### src/rtl/alu_cmd_sequencer.sv
// alu_cmd_sequencer
//   Issues two-operand requests to a registered ALU and checks what comes back.
//   Each accepted request is driven onto D0/D1/Command. Q and the range flags
//   are captured two edges after the accept and compared with an internal
//   reference. The result is buffered in a response FIFO. Saturating counters
//   track mismatches and the Low/Media/High classes.
//
// Ports
//   Clk, Reset            clock and asynchronous active-high reset (shared with ALU)
//   req_valid/req_ready   request handshake; req_d0/req_d1 operands, req_cmd op
//                         (0 add, 1 sub, 2 and, 3 or)
//   D0, D1, Command       registered operands/opcode to the ALU
//   Q, Low, Media, High   ALU result and range flags
//   rsp_valid/rsp_ready   response handshake; rsp_q, rsp_class (0 none, 1 Low,
//                         2 Media, 3 High), rsp_err (result/flags mismatch)
//   stats_clr             synchronous clear of the counters
//   err_count, low_count, media_count, high_count   saturating counters
module alu_cmd_sequencer #(
  parameter int DEPTH = 4,
  parameter int CNT_W = 16
) (
  input  logic             Clk,
  input  logic             Reset,
  input  logic             req_valid,
  output logic             req_ready,
  input  logic [31:0]      req_d0,
  input  logic [31:0]      req_d1,
  input  logic [1:0]       req_cmd,
  output logic [31:0]      D0,
  output logic [31:0]      D1,
  output logic [1:0]       Command,
  input  logic [31:0]      Q,
  input  logic             Low,
  input  logic             Media,
  input  logic             High,
  output logic             rsp_valid,
  input  logic             rsp_ready,
  output logic [31:0]      rsp_q,
  output logic [1:0]       rsp_class,
  output logic             rsp_err,
  input  logic             stats_clr,
  output logic [CNT_W-1:0] err_count,
  output logic [CNT_W-1:0] low_count,
  output logic [CNT_W-1:0] media_count,
  output logic [CNT_W-1:0] high_count
);

  localparam int DATA_W = 32;
  localparam int PTR_W  = (DEPTH > 1) ? $clog2(DEPTH) : 1;
  localparam int OCC_W  = PTR_W + 2;

  function automatic logic signed [DATA_W-1:0] alu_ref(
    input logic signed [DATA_W-1:0] a,
    input logic signed [DATA_W-1:0] b,
    input logic [1:0]               cmd
  );
    case (cmd)
      2'd0:    return a + b;
      2'd1:    return a - b;
      2'd2:    return a & b;
      default: return a | b;
    endcase
  endfunction

  // Returns {low, media, high}; all bounds exclusive.
  function automatic logic [2:0] range_flags(input logic signed [DATA_W-1:0] q);
    logic lo, md, hi;
    lo = q < -32'sd1000000000;
    md = (q > -32'sd10000000) && (q < 32'sd10000000);
    hi = q > 32'sd1000000000;
    return {lo, md, hi};
  endfunction

  // High wins over Media, Media over Low, when several flags are set.
  function automatic logic [1:0] flag_class(input logic [2:0] f);
    if (f[0])      return 2'd3;
    else if (f[1]) return 2'd2;
    else if (f[2]) return 2'd1;
    else           return 2'd0;
  endfunction

  function automatic logic [CNT_W-1:0] sat_inc(input logic [CNT_W-1:0] c, input logic en);
    return (en && (c != {CNT_W{1'b1}})) ? c + 1'b1 : c;
  endfunction

  logic                     vld_p1, vld_p2;
  logic signed [DATA_W-1:0] exp_q_p1, exp_q_p2;
  logic [2:0]               exp_f_p1, exp_f_p2;
  logic signed [DATA_W-1:0] ref_q;

  logic [PTR_W-1:0]  wr_ptr, rd_ptr;
  logic [PTR_W:0]    fifo_cnt;
  logic [OCC_W-1:0]  occ;
  logic [DATA_W-1:0] q_mem   [DEPTH];
  logic [1:0]        cls_mem [DEPTH];
  logic              err_mem [DEPTH];

  logic       accept, push, pop;
  logic [2:0] obs_f;
  logic [1:0] cap_cls;
  logic       cap_err;

  // Credit counts every operation already committed to a FIFO slot, so the
  // FIFO cannot overflow even with rsp_ready held low.
  assign occ       = OCC_W'(fifo_cnt) + OCC_W'(vld_p1) + OCC_W'(vld_p2);
  assign req_ready = occ < OCC_W'(DEPTH);
  assign accept    = req_valid && req_ready;
  assign ref_q     = alu_ref(req_d0, req_d1, req_cmd);

  // ---- S1: issue to ALU, reference computed alongside ----
  always_ff @(posedge Clk or posedge Reset) begin
    if (Reset) begin
      vld_p1  <= 1'b0;
      D0      <= '0;
      D1      <= '0;
      Command <= '0;
    end else begin
      vld_p1 <= accept;
      if (accept) begin
        D0      <= req_d0;
        D1      <= req_d1;
        Command <= req_cmd;
      end
    end
  end

  always_ff @(posedge Clk) begin
    if (accept) begin
      exp_q_p1 <= ref_q;
      exp_f_p1 <= range_flags(ref_q);
    end
  end

  // ---- S2: ALU registers operands; Q is valid during this cycle ----
  always_ff @(posedge Clk or posedge Reset) begin
    if (Reset) vld_p2 <= 1'b0;
    else       vld_p2 <= vld_p1;
  end

  always_ff @(posedge Clk) begin
    exp_q_p2 <= exp_q_p1;
    exp_f_p2 <= exp_f_p1;
  end

  // ---- Capture: check Q/flags, push into response FIFO ----
  assign obs_f   = {Low, Media, High};
  assign cap_cls = flag_class(obs_f);
  assign cap_err = (Q != $unsigned(exp_q_p2)) || (obs_f != exp_f_p2);
  assign push    = vld_p2;
  assign pop     = rsp_valid && rsp_ready;

  always_ff @(posedge Clk) begin
    if (push) begin
      q_mem[wr_ptr]   <= Q;
      cls_mem[wr_ptr] <= cap_cls;
      err_mem[wr_ptr] <= cap_err;
    end
  end

  always_ff @(posedge Clk or posedge Reset) begin
    if (Reset) begin
      wr_ptr   <= '0;
      rd_ptr   <= '0;
      fifo_cnt <= '0;
    end else begin
      if (push) wr_ptr <= wr_ptr + 1'b1;
      if (pop)  rd_ptr <= rd_ptr + 1'b1;
      case ({push, pop})
        2'b10:   fifo_cnt <= fifo_cnt + 1'b1;
        2'b01:   fifo_cnt <= fifo_cnt - 1'b1;
        default: fifo_cnt <= fifo_cnt;
      endcase
    end
  end

  assign rsp_valid = fifo_cnt != '0;
  assign rsp_q     = q_mem[rd_ptr];
  assign rsp_class = cls_mem[rd_ptr];
  assign rsp_err   = err_mem[rd_ptr];

  always_ff @(posedge Clk or posedge Reset) begin
    if (Reset) begin
      err_count   <= '0;
      low_count   <= '0;
      media_count <= '0;
      high_count  <= '0;
    end else if (stats_clr) begin
      err_count   <= '0;
      low_count   <= '0;
      media_count <= '0;
      high_count  <= '0;
    end else if (push) begin
      err_count   <= sat_inc(err_count,   cap_err);
      low_count   <= sat_inc(low_count,   cap_cls == 2'd1);
      media_count <= sat_inc(media_count, cap_cls == 2'd2);
      high_count  <= sat_inc(high_count,  cap_cls == 2'd3);
    end
  end

endmodule

### config.mk
export PLATFORM = sky130hd
export DESIGN_NAME = alu_cmd_sequencer
export DESIGN_NICKNAME = d
export VERILOG_FILES = /design/src/rtl/alu_cmd_sequencer.sv
export SDC_FILE = /design/constraint.sdc
export NUM_CORES = 1
export LEC_CHECK = 0
export ABC_AREA = 1
export BUFFER_PORTS_ARGS = -buffer_cell sky130_fd_sc_hd__buf_2
export CORE_AREA = 2 2 179 181
export CTS_CLUSTER_SIZE = 24
export DETAILED_ROUTE_END_ITERATION = 8
export DIE_AREA = 0 0 181 183
export GPL_ROUTABILITY_DRIVEN = 0
export GPL_TIMING_DRIVEN = 0
export HOLD_SLACK_MARGIN = 0.1
export PLACE_DENSITY = 0.82
export SLEW_MARGIN = 20
export SYNTH_ARGS = -nofsm -noshare
export SYNTH_HDL_FRONTEND = slang
export SYNTH_SLANG_ARGS = --single-unit
### constraint.sdc
create_clock -name Clk -period 8.4 [get_ports Clk]
set_input_delay 0.84 -clock Clk [delete_from_list [all_inputs] [get_ports Clk]]
set_output_delay 0.84 -clock Clk [all_outputs]
set_load 0.01 [all_outputs]
; Word level (Yosys, flattened, before mapping)
; Memory sizes are Yosys's and may differ from the RTL's.
; Index checks and enable logic that the tools add are counted.
[word_totals]
ff_bits = 209
ramBits = 140
input_bits = 106
out_inout_bits = 167
word_cells = 90
mem_count = 3
[op_classes]
add_sub_neg = 12
n_lt_le_gt_ge = 5
n_eq_ne = 13
n_mux = 19
bitwise_logic = 2
reduce_logical = 20
[mem_list]
columns = memory, depth, word_bits, read_ports, rd_ports_with_merged_regs, wr, line
row1 = q_mem, 4, 32, 1, 0, 1, 94  ; logic [DATA_W-1:0] q_mem [DEPTH];
row2 = cls_mem, 4, 2, 1, 0, 1, 95  ; logic [1:0] cls_mem [DEPTH];
row3 = err_mem, 4, 1, 1, 0, 1, 96  ; logic err_mem [DEPTH];
[op_table]
columns = cell, n
row1 = $mux 16, 12
row2 = $pmux 32 s3, 1
row3 = $add 16x1->16 const B, 4
row4 = $ne 16x16->1 const B, 4
row5 = $add 32x32->32, 1
row6 = $and 32x32->32, 1
row7 = $gt 32x25->1 const B, 1
row8 = $gt 32x31->1 const B, 1
row9 = $lt 32x25->1 const B, 1
row10 = $lt 32x31->1 const B, 1
row11 = $ne 32x32->1, 1
row12 = $or 32x32->32, 1
row13 = $sub 32x32->32, 1
row14 = $reduce_bool 2->1, 6
row15 = $eq 2x2->1 const B, 4
row16 = $reduce_and 2->1, 4
row17 = $logic_and 1x1->1, 7
row18 = $eq 2x1->1 const B, 3
row19 = $pmux 3 s2, 1
row20 = $add 2x1->2 const B, 2
row21 = $add 3x1->4, 1
row22 = $add 4x1->4, 1
row23 = $lt 4x3->1 const B, 1
row24 = $mux 2, 2
row25 = 7 further kinds, 9

; Depth between registers and ports, before layout
[logic_depth]
ltp_word = 8
ltp_mapped = 32
depth_no_buf = 32

; Least setup slack after synthesis
; OpenSTA, ideal clock, no wires.
[synth_timing]
path_kind = in2reg
from = input port req_d1[0]
to = register exp_f_p1[0] (data pin)
setup_time_ps = 254
arrival_time_ps = 3727
t_required_ps = 8146
path_slack_ps = 4419
stages = 24
n_path_buf = 0
cell_sequence = inv_1 -> ha_1 -> nand4_1 -> inv_1 -> nand4_1 -> nor2_1 -> nand2_1 -> o21ai_0 -> o21ai_0 -> xor2_1 -> ha_1 -> inv_1 -> nor3_1 -> nand2_1 -> nor2_1 -> nand2_1 -> nand2_2 -> nand2_1 -> nand2_2 -> o21bai_4 -> nor3_1 -> nand3b_1 -> nor2_1 -> nor2_2
[synth_via]
elab_chain_len = 3
word_cells_on_any_way = 6
cone_classes = add/sub (2) / order compare (1) / mux (1) / bitwise (2)
[synth_rtl]
columns = item, line
row1 = "start, declared", 27  ; input logic [31:0] req_d1,
row2 = $sub 32x32->32 or $add 32x32->32 (tied branches), "59, 58"
row3 = $pmux 32 s3 *, 57  ; case (cmd)
row4 = via ref_q[31], 89  ; logic signed [DATA_W-1:0] ref_q;
row5 = $gt 32x31->1 *, 70  ; hi = q > 32'sd1000000000;
row6 = "end signal, assigned", 130  ; exp_f_p1 <= range_flags(ref_q);
row7 = "end, declared", 88  ; logic [2:0] exp_f_p1, exp_f_p2;
; The timed path passes the listed nets; every way through them passes the cells marked *.
; A chain may end at the register's enable or synchronous reset.

; Worst setup path after layout
[layout_timing]
from = input port req_d1[0]
to = register exp_f_p1[0] (data pin)
[layout_via]
elab_chain_len = 3
word_cells_on_any_way = 6
cone_classes = add/sub (2) / order compare (1) / mux (1) / bitwise (2)
[layout_rtl]
columns = item, line
row1 = "$sub 32x32->32, or another cell as far along", 59  ; 2'd1: return a - b;
row2 = $pmux 32 s3 *, 57
row3 = $gt 32x31->1 *, 70
; Every way passes the cells marked *; elsewhere a longest branch is shown, timed or not.

==> flow_summary_export.csv <==
group,metric,value,unit
logic_synthesis,yosys_most_used_dff,"edfxtp_1",
sta,drv_slew,0,
place,dp_hpwl,40050,µm
power,p_leak,0.01008,µW
logic_synthesis,yosys_warnings,0,
place,dp_cells,2840,
clock_tree,post-cts-setup-buffers,0,
logic_synthesis,synth_nets,2314,
sta,finalHoldViolCount,0,
global_routing,grt_remaining_overflow,0,
sta,setup_tns,0,ns
clock_tree,cts_buffers,36,
clock_tree,cts_tree,"yes",
power,ir_drop,0.2179,mV
worst_setup_path,start_kind,"input pin",
worst_setup_path,crit_path_end_kind,"flip-flop",
route,vias,16910,
power,clockPowerShare,0.269,
place,io_buffers,271,
logic_synthesis,avgSynthCellArea,8.527,µm²
sta,whs,0.2613,ns
global_routing,antenna_found_initial,11,
hold_path,hold_path.class,"input pin to async pin",
sta,max_slew_margin,0.4727,
worst_setup_path,path_class,"input pin to flip-flop",
die,initial_core_util,0.5903,
logic_synthesis,netlist_area,18440,µm²
sta,rsz0062_at_grt,"false",
sta,clock-skew-final,0.02361,ns
logic_synthesis,synth.distinct_cells,50,
sta,finalSetupViolCount,0,
route,viasPerCell,5.797,
layout,final_layout_size_suffix_gt1_frac,0.1889,
worst_setup_path,arrival,4.71,ns
sta,worst_pin_slew,0.7910,ns
global_routing,grt_pass1_vias,16220,
worst_setup_path,cp.buffers_inverters,4,
global_routing,grt_pass1_wl,83310,µm
global_routing,grt_max_degree,107,
clock_tree,htree_levels,2,
die,core,31230,µm²
route,dr.first_iter.drc_count,1710,
worst_setup_path,path_max_fanout,4,
worst_setup_path,r2r_setup_slack,5.57,ns
layout,area_growth,17.35,%
logic_synthesis,ys_seq_elements,349,
power,power,5918,µW
route,drt_drc_violations_left,0,
sta,max_clock_freq,0.2257,GHz
route,wire_per_inst,18.48,µm
logic_synthesis,synth-seq-area-share,0.5117,
global_routing,grt_usage,0.3194,
status,outcome,"finished, final reports clean",
power,p_comb_frac,0.335,
worst_setup_path,crit_top_cell,"nand2_1",
clock_tree,ctsHoldBuffers,0,
worst_setup_path,crit_required,8.68,ns
clock_tree,insertion_delay,0.54,ns
layout,utilization,0.6927,
worst_setup_path,critical-path-slowest-cell,"ha_1",
power,powerDensity,273.6,nW/µm²
die,die_h,183,µm
power,swShare,0.3678,
clock_tree,clkSlewWorstSetupHoldPaths,0.06,ns
layout,instances_no_fill,2917,
power,switching_power,2176,µW
worst_setup_path,cp_top_family,"simple AND/OR/NAND/NOR gates",
die,die_x,181,µm
sta,timing.final.crit_share,0.5275,
logic_synthesis,netlist_instances,2162,
die,ioPinCount,273,
power,intPower,3741,µW
die,rows,65,
logic_synthesis,async_flop_share,0.3983,
route,postRouteAntennaNets,0,
clock_tree,root_buffer,"clkbuf_16",
worst_setup_path,slowest_delay,0.35,ns
layout,fill_cells,2388,
clock_tree,cts_buffer_depth,3,
layout,nets,2628,
clock_tree,cts_sinks,349,
route,drt_pre_antenna_iters,9,
logic_synthesis,synth-edff-count,175,
sta,timing.final.crit_period,4.431,ns
route,wl,53910,µm
die,dieArea,33120,µm²
job,cap_violations,0,
clock_tree,cts_resized,0,
power,seqPwrFrac,0.396,
[logic make-up (layout without fill, tap and decap cells)]
family | Yosys count | count (layout) | share of synthesized area
other | 0 | 11 | 0
adders and majority gates | 46 | 46 | 0.03203
buffers and inverters | 381 | 723 | 0.07866
xor gates and xnor gates | 73 | 73 | 0.03468
AOI/OAI and AO/OA | 382 | 382 | 0.1150
and+or+nand+nor | 931 | 931 | 0.2279
DFF | 349 | 349 | 0.5117
[routing by layer]
| layer | vias up | track usage | part of all wire |
|---|---|---|---|
| met4 | 2 | 0.1837 | 0.058 |
| met2 | 943 | 0.5449 | 0.48 |
| met3 | 224 | 0.06017 | 0.090 |
| li1 | 7805 | - | - |
| met1 | 7937 | 0.3822 | 0.37 |
| met5 | - | 0 | 0.00024 |
[cell usage after synthesis, types with 6 or more instances]
master	number	area share
nand2_1	457	0.093
inv_1	300	0.061
nor2_1	191	0.039
o21ai_0	191	0.052
edfxtp_1	175	0.29
dfrtp_1	139	0.19
nand3_1	94	0.026
a21oi_1	88	0.024
clkbuf_1	44	0.0090
ha_1	44	0.030
nand2_2	41	0.014
xor2_1	41	0.019
nand4_1	38	0.013
dfxtp_1	35	0.038
nor3_1	35	0.0095
o22ai_1	35	0.012
xnor2_1	32	0.015
nor2_2	26	0.0088
inv_2	23	0.0047
a31oi_1	22	0.0075
o31ai_1	13	0.0053
nand3_2	10	0.0054
a211oi_1	8	0.0033
buf_2	7	0.0019
nor4_1	7	0.0024
nor2_4	6	0.0037
nor3b_1	6	0.0024
[per-stage QoR]
stage / worst slack, ns / instance area [µm²]
final: 3.969 / 21630
after global routing: 3.620 / 21630
after CTS: 4.047 / 21610
after detailed placement: 3.520 / 20410
after global placement: 2.312 / 20290
after floorplan: 3.835 / 18440
[placed cells by master, fill, tap and decap left out, types with 4 or more instances in the layout]
cell type,instances
buf_2,278
a211oi_1,8
edfxtp_1,175
a31oi_1,22
a21oi_1,88
xor2_1,41
nor3_1,35
o22ai_1,35
inv_1,295
nor2_1,191
clkbuf_16,36
nand3_1,94
nand2_2,41
o21ai_1,5
buf_12,4
o211ai_1,4
nor2_4,6
o21ai_0,191
o31ai_1,13
dfrtp_1,139
nand2_1,457
diode_2,11
ha_1,44
nand3b_1,5
nor3b_1,6
o21bai_1,5
nand3_2,10
xnor2_1,32
clkbuf_1,51
clkbuf_8,10
nor2_2,26
clkinv_1,4
nand4_1,38
dfxtp_1,35
inv_2,27
nor4_1,7
[cell type report]
cell class / instances / area [µm²] / share of cell area
sequential: 349 / 9434 / 0.4361
multi-input combinational: 1432 / 7551 / 0.3490
timing repair buffer: 276 / 1464 / 0.06767
inverter: 325 / 1227 / 0.05674
clock buffer: 54 / 1069 / 0.04939
tap: 402 / 503.0 / 0.02325
buffer: 56 / 234.0 / 0.01082
clock inverter: 12 / 123.9 / 0.005726
antenna: 11 / 27.53 / 0.001272
[registers in the layout, summed over array words and instances, names as in the netlist]
name / flops
Command: 2
D0: 32
D1: 32
cls_mem: 8
err_count: 16
err_mem: 4
exp_f_p1: 3
exp_f_p2: 3
exp_q_p1: 32
exp_q_p2: 32
fifo_cnt: 3
high_count: 16
low_count: 16
media_count: 16
push: 1
q_mem: 128
rd_ptr: 2
vld_p1: 1
wr_ptr: 2
[path summary, 6_finish.rpt]
check | startpoint | endpoint | cells past startpoint
worst max-delay path | req_d1[0] | exp_f_p1[0] | 27
worst min-delay path | Reset | D1[22] | 2
worst max register to register | push | D0[2] | 9
worst min register to register | exp_q_p1[0] | exp_q_p2[0] | 0
max in group asynchronous | Reset | media_count[3] | 3
min in group Clk | exp_q_p1[0] | exp_q_p2[0] | 0
[power by group through the flow]
stage	logic [µW]	registers, µW	clock network (µW)
2_1_floorplan	1090	2410	0
3_3_place_gp	1840	2360	0
3_5_place_dp	1930	2370	0
4_1_cts	1950	2340	1600
5_1_grt	2150	2370	1660
6_report	1980	2340	1590
[worst reg2reg max path: cells and delay by family, from the launching register on]
kind	cells	cell delay, ns
buffers and inverters	2	1.20
AO/OA/AOI/OAI	1	0.07
adder cells (fa/ha/maj)	1	0.30
flip-flops	1	0.42
AND/OR/NAND/NOR	5	0.76
Power figures use the tool's default switching activity.
